===== src/rtl/instr_decode_stage.sv =====
// ----------------------------------------------------------------------------
// instr_decode_stage
//
// Registered MIPS instruction decode stage. This stage sits between
// instruction fetch and the register file and control unit. Each accepted
// instruction is split into its fields and classified as R, I or J. The
// 16-bit immediate is extended to WL bits, and the jump target is formed.
// The decoded bundle is held in a main output register (M). A skid
// register (S) is also provided, so that in_ready can be a pure register
// output.
//
// Optional feature macro: DECODE_ILLEGAL_EN
//   defined   : illegal flags unsupported opcodes and R-type funct codes
//   undefined : illegal is tied low and the check logic is absent
//
// Ports
//   clk        in   1   rising-edge clock
//   rst        in   1   asynchronous, active-high reset
//   flush      in   1   synchronous discard of all buffered entries
//   in_valid   in   1   upstream entry present
//   in_ready   out  1   stage can accept an entry this cycle (registered)
//   instr      in   WL  instruction word (fields taken from [31:0])
//   pc_plus4   in   WL  PC+4 of the instruction
//   out_valid  out  1   decoded entry present
//   out_ready  in   1   downstream accepts the entry
//   opcode     out  6   instr[31:26]
//   funct      out  6   instr[5:0]
//   rs/rt/rd   out  5   instr[25:21] / [20:16] / [15:11]
//   shamt      out  5   instr[10:6]
//   imm_ext    out  WL  zero- or sign-extended instr[15:0]
//   jump_addr  out  WL  {pc_plus4[WL-1:28], instr[25:0], 2'b00}
//   itype      out  2   00 = R, 01 = I, 10 = J
//   illegal    out  1   unsupported opcode/funct
//   pc_out     out  WL  pc_plus4 carried with the entry
// ----------------------------------------------------------------------------
module instr_decode_stage #(
    parameter int unsigned WL = 32
) (
    input  logic          clk,
    input  logic          rst,
    input  logic          flush,
    input  logic          in_valid,
    output logic          in_ready,
    input  logic [WL-1:0] instr,
    input  logic [WL-1:0] pc_plus4,
    output logic          out_valid,
    input  logic          out_ready,
    output logic [5:0]    opcode,
    output logic [5:0]    funct,
    output logic [4:0]    rs,
    output logic [4:0]    rt,
    output logic [4:0]    rd,
    output logic [4:0]    shamt,
    output logic [WL-1:0] imm_ext,
    output logic [WL-1:0] jump_addr,
    output logic [1:0]    itype,
    output logic          illegal,
    output logic [WL-1:0] pc_out
);

    typedef struct packed {
        logic [5:0]    opcode;
        logic [5:0]    funct;
        logic [4:0]    rs;
        logic [4:0]    rt;
        logic [4:0]    rd;
        logic [4:0]    shamt;
        logic [WL-1:0] imm_ext;
        logic [WL-1:0] jump_addr;
        logic [WL-1:0] pc;
        logic [1:0]    itype;
        logic          illegal;
    } entry_t;

    // Bit 0 is the valid bit of M and bit 1 is the valid bit of S.
    typedef enum logic [1:0] {
        ST_EMPTY = 2'b00,
        ST_ONE   = 2'b01,
        ST_FULL  = 2'b11
    } state_t;

    state_t state_q, state_d;
    entry_t m_q, m_d;
    entry_t s_q, s_d;
    entry_t dec;

    logic in_xfer;
    logic out_xfer;

    // ------------------------------------------------------------------
    // Combinational field decode of the incoming instruction
    // ------------------------------------------------------------------
    always_comb begin
        dec           = '0;
        dec.opcode    = instr[31:26];
        dec.funct     = instr[5:0];
        dec.rs        = instr[25:21];
        dec.rt        = instr[20:16];
        dec.rd        = instr[15:11];
        dec.shamt     = instr[10:6];
        dec.pc        = pc_plus4;
        dec.jump_addr = {pc_plus4[WL-1:28], instr[25:0], 2'b00};

        unique case (instr[31:26])
            6'h00:        dec.itype = 2'b00;
            6'h02, 6'h03: dec.itype = 2'b10;
            default:      dec.itype = 2'b01;
        endcase

        // The logical immediates (andi/ori/xori/lui) are zero-extended.
        // Every other opcode, including R and J formats, is sign-extended.
        if (instr[31:26] inside {6'h0C, 6'h0D, 6'h0E, 6'h0F})
            dec.imm_ext = {{(WL-16){1'b0}}, instr[15:0]};
        else
            dec.imm_ext = {{(WL-16){instr[15]}}, instr[15:0]};

`ifdef DECODE_ILLEGAL_EN
        unique case (instr[31:26])
            6'h00: begin
                unique case (instr[5:0])
                    6'h00, 6'h02, 6'h03, 6'h04, 6'h06, 6'h07,
                    6'h08, 6'h09, 6'h20, 6'h21, 6'h22, 6'h23,
                    6'h24, 6'h25, 6'h26, 6'h27, 6'h2A, 6'h2B:
                        dec.illegal = 1'b0;
                    default:
                        dec.illegal = 1'b1;
                endcase
            end
            6'h02, 6'h03, 6'h04, 6'h05, 6'h08, 6'h09, 6'h0A,
            6'h0B, 6'h0C, 6'h0D, 6'h0E, 6'h0F, 6'h20, 6'h21,
            6'h23, 6'h24, 6'h25, 6'h28, 6'h29, 6'h2B:
                dec.illegal = 1'b0;
            default:
                dec.illegal = 1'b1;
        endcase
`else
        dec.illegal = 1'b0;
`endif
    end

    // ------------------------------------------------------------------
    // Handshake. in_ready depends only on state_q, so there is no
    // combinational path from out_ready to in_ready.
    // ------------------------------------------------------------------
    assign in_ready  = (state_q != ST_FULL);
    assign out_valid = (state_q != ST_EMPTY);
    assign in_xfer   = in_valid & in_ready;
    assign out_xfer  = out_valid & out_ready;

    // ------------------------------------------------------------------
    // Next-state and storage update
    // ------------------------------------------------------------------
    always_comb begin
        state_d = state_q;
        m_d     = m_q;
        s_d     = s_q;

        // On flush, any input offered in the same cycle is dropped. The
        // data in M is kept, so the outputs hold while out_valid is low.
        if (flush) begin
            state_d = ST_EMPTY;
        end else begin
            unique case (state_q)
                ST_EMPTY: begin
                    if (in_xfer) begin
                        m_d     = dec;
                        state_d = ST_ONE;
                    end
                end
                ST_ONE: begin
                    if (in_xfer && out_xfer) begin
                        m_d = dec;
                    end else if (in_xfer) begin
                        s_d     = dec;
                        state_d = ST_FULL;
                    end else if (out_xfer) begin
                        state_d = ST_EMPTY;
                    end
                end
                ST_FULL: begin
                    if (out_xfer) begin
                        m_d     = s_q;
                        state_d = ST_ONE;
                    end
                end
                default: state_d = ST_EMPTY;
            endcase
        end
    end

    always_ff @(posedge clk or posedge rst) begin
        if (rst) begin
            state_q <= ST_EMPTY;
            m_q     <= '0;
            s_q     <= '0;
        end else begin
            state_q <= state_d;
            m_q     <= m_d;
            s_q     <= s_d;
        end
    end

    // ------------------------------------------------------------------
    // Outputs come from M only
    // ------------------------------------------------------------------
    assign opcode    = m_q.opcode;
    assign funct     = m_q.funct;
    assign rs        = m_q.rs;
    assign rt        = m_q.rt;
    assign rd        = m_q.rd;
    assign shamt     = m_q.shamt;
    assign imm_ext   = m_q.imm_ext;
    assign jump_addr = m_q.jump_addr;
    assign itype     = m_q.itype;
    assign illegal   = m_q.illegal;
    assign pc_out    = m_q.pc;

endmodule


===== config.mk =====
export PLATFORM = sky130hd
export DESIGN_NAME = instr_decode_stage
export DESIGN_NICKNAME = d
export VERILOG_FILES = /design/src/rtl/instr_decode_stage.sv
export SDC_FILE = /design/constraint.sdc
export NUM_CORES = 1
export LEC_CHECK = 0
export CORE_MARGIN = 2
export CORE_UTILIZATION = 29
export CTS_CLUSTER_DIAMETER = 30
export DETAILED_ROUTE_END_ITERATION = 10
export MAX_ROUTING_LAYER = met4
export PLACE_DENSITY = 0.54
export SETUP_SLACK_MARGIN = 0.1
export SLEW_MARGIN = 20
export SYNTH_ARGS = -nofsm -noshare
export SYNTH_HDL_FRONTEND = slang
export SYNTH_SLANG_ARGS = --single-unit

===== constraint.sdc =====
create_clock -name clk -period 5.31 [get_ports clk]
set_clock_uncertainty 0.1 [all_clocks]
set_input_delay 1.062 -clock clk [delete_from_list [all_inputs] [get_ports clk]]
set_output_delay 1.062 -clock clk [all_outputs]
set_load 0.01 [all_outputs]

---- After elaboration in Yosys (flattened, before gate mapping) ----
Index checks and enable logic that the tools add are counted.
storage, ports and cells
  logic and storage cells ................. 65
  flip-flop bits (word level) ............. 261
  output and inout port bits .............. 133
  input port bits ......................... 69
cells by class
  reductions and logical operators ........ 10
  equal/unequal tests ..................... 16
  bitwise gates (word level) .............. 4
  mux-type cells .......................... 13
operators by type and width
  cell                                                 count
  2-to-1 mux 131 bit                                   3
  one-hot mux 131 bit (3 select lines)                 1
  2-to-1 mux 32 bit                                    1
  equality test 6 x 4 -> 1 bit, second input constant  4
  equality test 6 x 2 -> 1 bit, second input constant  2
  2-to-1 mux 2 bit                                     6
  != test 3 bit, second input constant                 3
  != test 2 bit, second input constant                 4
  AND reduction 4 bit                                  2
  logical NOT 6 bit                                    1
  one-hot mux 2 bit (3 select lines)                   1
  AND reduction 5 bit                                  1
  != test 4 bit, second input constant                 1
  one-hot mux 2 bit (2 select lines)                   1
  nonzero test 4 bit                                   1
  nonzero test 3 bit                                   1
  bitwise AND 1 bit                                    2
  equality test 2 x 1 -> 1 bit, second input constant  1
  equality test 2 bit, second input constant           1
  logical NOT 2 bit                                    1
  inverter 1 bit                                       2
  nonzero test 2 bit                                   1
  OR reduction 2 bit                                   1
  logical AND 1 bit                                    1

---- Depth between registers and ports, before layout ----
  depth in word-level cells ............... 7
  gate-level depth with buffers ........... 8
  mapped depth without buffers ............ 6

---- Least setup slack after synthesis ----
Ideal clock, no wire load.
  path kind ............................... in2reg
  from .................................... in out_ready
  to ...................................... reg s_q[100] (netlist bit)
  stages .................................. 4
  buffers on the path ..................... 1
  arrival time ............................ 2142 ps
  required time ........................... 5083 ps
  slack ................................... 2941 ps
  cells stage by stage .................... and2b_1 > nor3_4 > buf_4 > mux2_1
between the ends
  longest elaborated chain between the ends .. 4
RTL lines
  element                        line  source
  start, declared                47    input logic out_ready,
  bitwise AND 1 bit              148   assign out_xfer = out_valid & out_ready;
  logical AND 1 bit              171   if (in_xfer && out_xfer) begin
  inverter 1 bit (no line)       -
  AND reduction 4 bit (no line)  -
  end signal, assigned           195   s_q <= '0;
  end signal, assigned           199   s_q <= s_d;
  end, declared                  84    entry_t s_q, s_d;
No other way between the ends.
A chain may end at the register's enable or synchronous reset.

---- Worst setup path after layout ----
  from .................................... reg state_q[0]
  to ...................................... out in_ready
between the ends
  longest elaborated chain between the ends .. 1
RTL lines
  element                 line  source
  start, declared         82    state_t state_q, state_d;
  start signal, assigned  197   state_q <= state_d;
  != test 2 bit           145   assign in_ready = (state_q != ST_FULL);
  end, declared           43    output logic in_ready,
No other way between the ends.

==> results.md <==
- Area Growth Syn to Fin: 36.7%
- Vias: between 4000 and 5000
- Die Width: 152 um
- Port Buffers: ~200
- TritonCTS clock tree: yes
- Final worst slack: 2.08 ns
- Worst-Skew Late Latency: 0.41 ns
- Seq/Total Area, Yosys: 0.537
- PwrDens: ~570 nW/um^2
- Synth Cell Area: 6340 um^2
- Sw Share: 0.312
- Worst setup startpoint: state_q[0]
- P_leak: 3.50 nW
- #FFs+latches synth: between 100 and 150
- Area of the die: roughly 23000 um^2
- Tmin final: between 3 and 4 ns
- Post-CTS sizing: 0
- Cell count after synthesis: roughly 540
- Antenna diodes: 0
- Status: finished clean
- Max Slew Vio Count: 0
- Starting DRT DRC Count: between 100 and 150
- Setup-failing EPs final: 0
- Initial antenna violation count: 0
- Crit-path slowest cell: ha_4
- Area of the multi-input gates: 2260 um^2
- Slew HR: 0.444
- Setup_tns: 0 ns
- Data required, critical path: between 4 and 5 ns
- Reg clk slew, reported paths: 0.06 ns
- Period utilization: 0.608
- Via density: approximately 4.5
- First-pass GRT wire length: 23300 um
- Global route total overflow: 0
- Die span in y: 152 um
- DRC viols: 0
- CP max stage delay: 0.58 ns
- P_int: 3.42 mW
- Worst setup SP type: flop
- CP top delay family: buffers and inverters
- Layout cell share with drive strength beyond 1: 0.147
- Commonest non-fill, non-tap cell in the layout: clkdlybuf4s50_1
- Post-CTS setup buffers: 0
- Site Rows: 54
- CP cell instances: ha_4, inv_1, clkdlybuf4s50_1
- Worst Hold Class: flop to flop
- Slew at the pin closest to its max-slew limit: 0.833 ns
- CTS Sinks: 136
- DR WL/cell: roughly 14 um
- H-tree Lvls: 4
- Largest net degree at the start of global routing: between 90 and 100
- Total Nets Final: 743
- Setup WS pre-CTS: 2.05 ns
- Sequential power share: 0.373
- Synth unique cells: 30
- Max IR drop VDD: 0.234 mV
- Routed WL: 13900 um
- Critical path buffers and inverters: 2
- Max-cap check violation count: 0
- Vias in the first global route: 4453
- Fmax: 310 MHz
- Antenna Nets Post-Route: 0
- Initial Util: 0.293
- Worst Setup Path Type: flop to primary output
- CTS Hold Bufs: 0
- Core Region: 21600 um^2
- Clock share of power: 0.234
- Unrepaired setup endpoints after global routing: no
- Reg-to-reg critical path startpoint: state_q[0]
- GP Congestion: between 0.7 and 0.8
- CTS Root Cell: clkbuf_16
- Synthesis Warnings: 0
- Crit path DAT: between 2 and 2.5 ns
- Switching power: 1.55 mW
- Detailed placement HPWL: 9300 um
- First drt pass iteration count: 5
- Filler cell count: 2071
- Register Area: 3400 um^2
- # IOs: 202
- CTS Buffer Depth: 2
- CP Max Fanout: 37
- GRT Util Overall: 0.128
- Final Hold Viols: 0
- Cts bufs inserted: 17
- Worst setup EP type: primary output
- Avg Cell Area, Syn: 11.8 um^2
- Hold Path Origin: opcode[0]
- Commonest cells after routing, fill and taps aside: clkdlybuf4s50_1, dfrtp_1, nand2_1
- Combinational share of power: 0.393
-- synth_stat cells, drive strengths merged --
| cell | n | area share |
|---|---|---|
| conb | 1 | 0.00059 |
| dfrtp | 136 | 0.54 |
| nand3 | 3 | 0.0024 |
| o41ai | 1 | 0.0014 |
| a211o | 3 | 0.0041 |
| inv | 7 | 0.0041 |
| nor3 | 1 | 0.0026 |
| nand2 | 68 | 0.040 |
| o221ai | 1 | 0.0024 |
| nor4bb | 1 | 0.0016 |
| o21ai | 71 | 0.056 |
| nor2 | 6 | 0.0036 |
| nand2b | 1 | 0.00099 |
| clkbuf | 6 | 0.0036 |
| nor2b | 3 | 0.0030 |
| ha | 4 | 0.0079 |
| a21oi | 4 | 0.0032 |
| and2b | 1 | 0.0012 |
| nand3b | 1 | 0.0032 |
| o22a | 1 | 0.0014 |
| mux2i | 62 | 0.098 |
| a22oi | 2 | 0.0024 |
| mux2 | 64 | 0.11 |
| a31oi | 1 | 0.00099 |
| nor4 | 1 | 0.00099 |
| buf | 87 | 0.10 |
-- worst register-to-register path, stage by stage, from the launching register on --
cell and delay (ns):
dfrtp_1 0.41, ha_4 0.58, nor2b_1 0.20, o221ai_4 0.24, buf_4 0.62, o21ai_0 0.27
-- through the flow --
step	std cells	area [um^2]	total power, mW	hold slack [ns]	util
floorplan	539	6340	3.01	0.358	-
global placement	931	8080	3.81	0.367	0.374
detailed placement	931	8080	3.87	0.372	0.374
CTS	962	8660	5.05	0.386	0.401
global route	962	8660	5.31	0.417	0.401
finish	962	8660	4.97	0.381	0.401
-- registers in the layout (all words and copies together) (netlist names) --
register,flops
funct,5
imm_ext,4
itype,2
jump_addr,3
opcode,6
pc_out,31
rd,4
rs,4
rt,4
s_q,67
shamt,4
state_q,2
-- cell families (layout without fill, tap and decap cells) --
kind of cell / Yosys count / in the layout / synth area share
flops: 136 / 136 / 0.537
other cells: 1 / 3 / 0.000592
fa+ha+maj: 4 / 4 / 0.00790
simple gates: 86 / 86 / 0.0596
mux: 126 / 126 / 0.212
buf+inv: 100 / 243 / 0.111
compound gates: 84 / 84 / 0.0719
-- metal layers --
metal / wire length, um / vias to the layer above / GRT usage
met2: 6670 / 126 / 0.204
met3: 616 / 14 / 0.0302
met5: 0 / - / -
met4: 210 / 0 / 0.0454
li1: - / 2036 / -
met1: 6350 / 2108 / 0.161
-- final cells by class --
| class | count | area share |
|---|---|---|
| clock inverters | 11 | 0.0143 |
| clock buffers | 20 | 0.0527 |
| flip-flops and latches | 136 | 0.393 |
| multi-input cells | 303 | 0.261 |
| inverters | 7 | 0.00361 |
| well taps | 280 | 0.0405 |
| repair buffers | 205 | 0.235 |
-- power by group through the flow --
stage | Clock (mW) | Combinational, mW | Sequential (mW)
2_1_floorplan | 0 | 1.09 | 1.92
3_3_place_gp | 0 | 1.96 | 1.85
3_5_place_dp | 0 | 1.99 | 1.88
4_1_cts | 1.20 | 1.99 | 1.86
5_1_grt | 1.26 | 2.12 | 1.94
6_report | 1.16 | 1.95 | 1.85
-- worst paths after layout --
kind	to	slack (ns)	cells after the start
setup / recovery	in_ready	2.08	3
min in group asynchronous	pc_out[20]	1.08	2
max in group asynchronous	s_q[99]	3.12	3
setup reg to reg	funct[0]	2.74	5
hold / removal	opcode[0]	0.38	2
hold reg to reg	opcode[0]	0.38	2
Note: power is estimated with default switching activity, not from simulation.
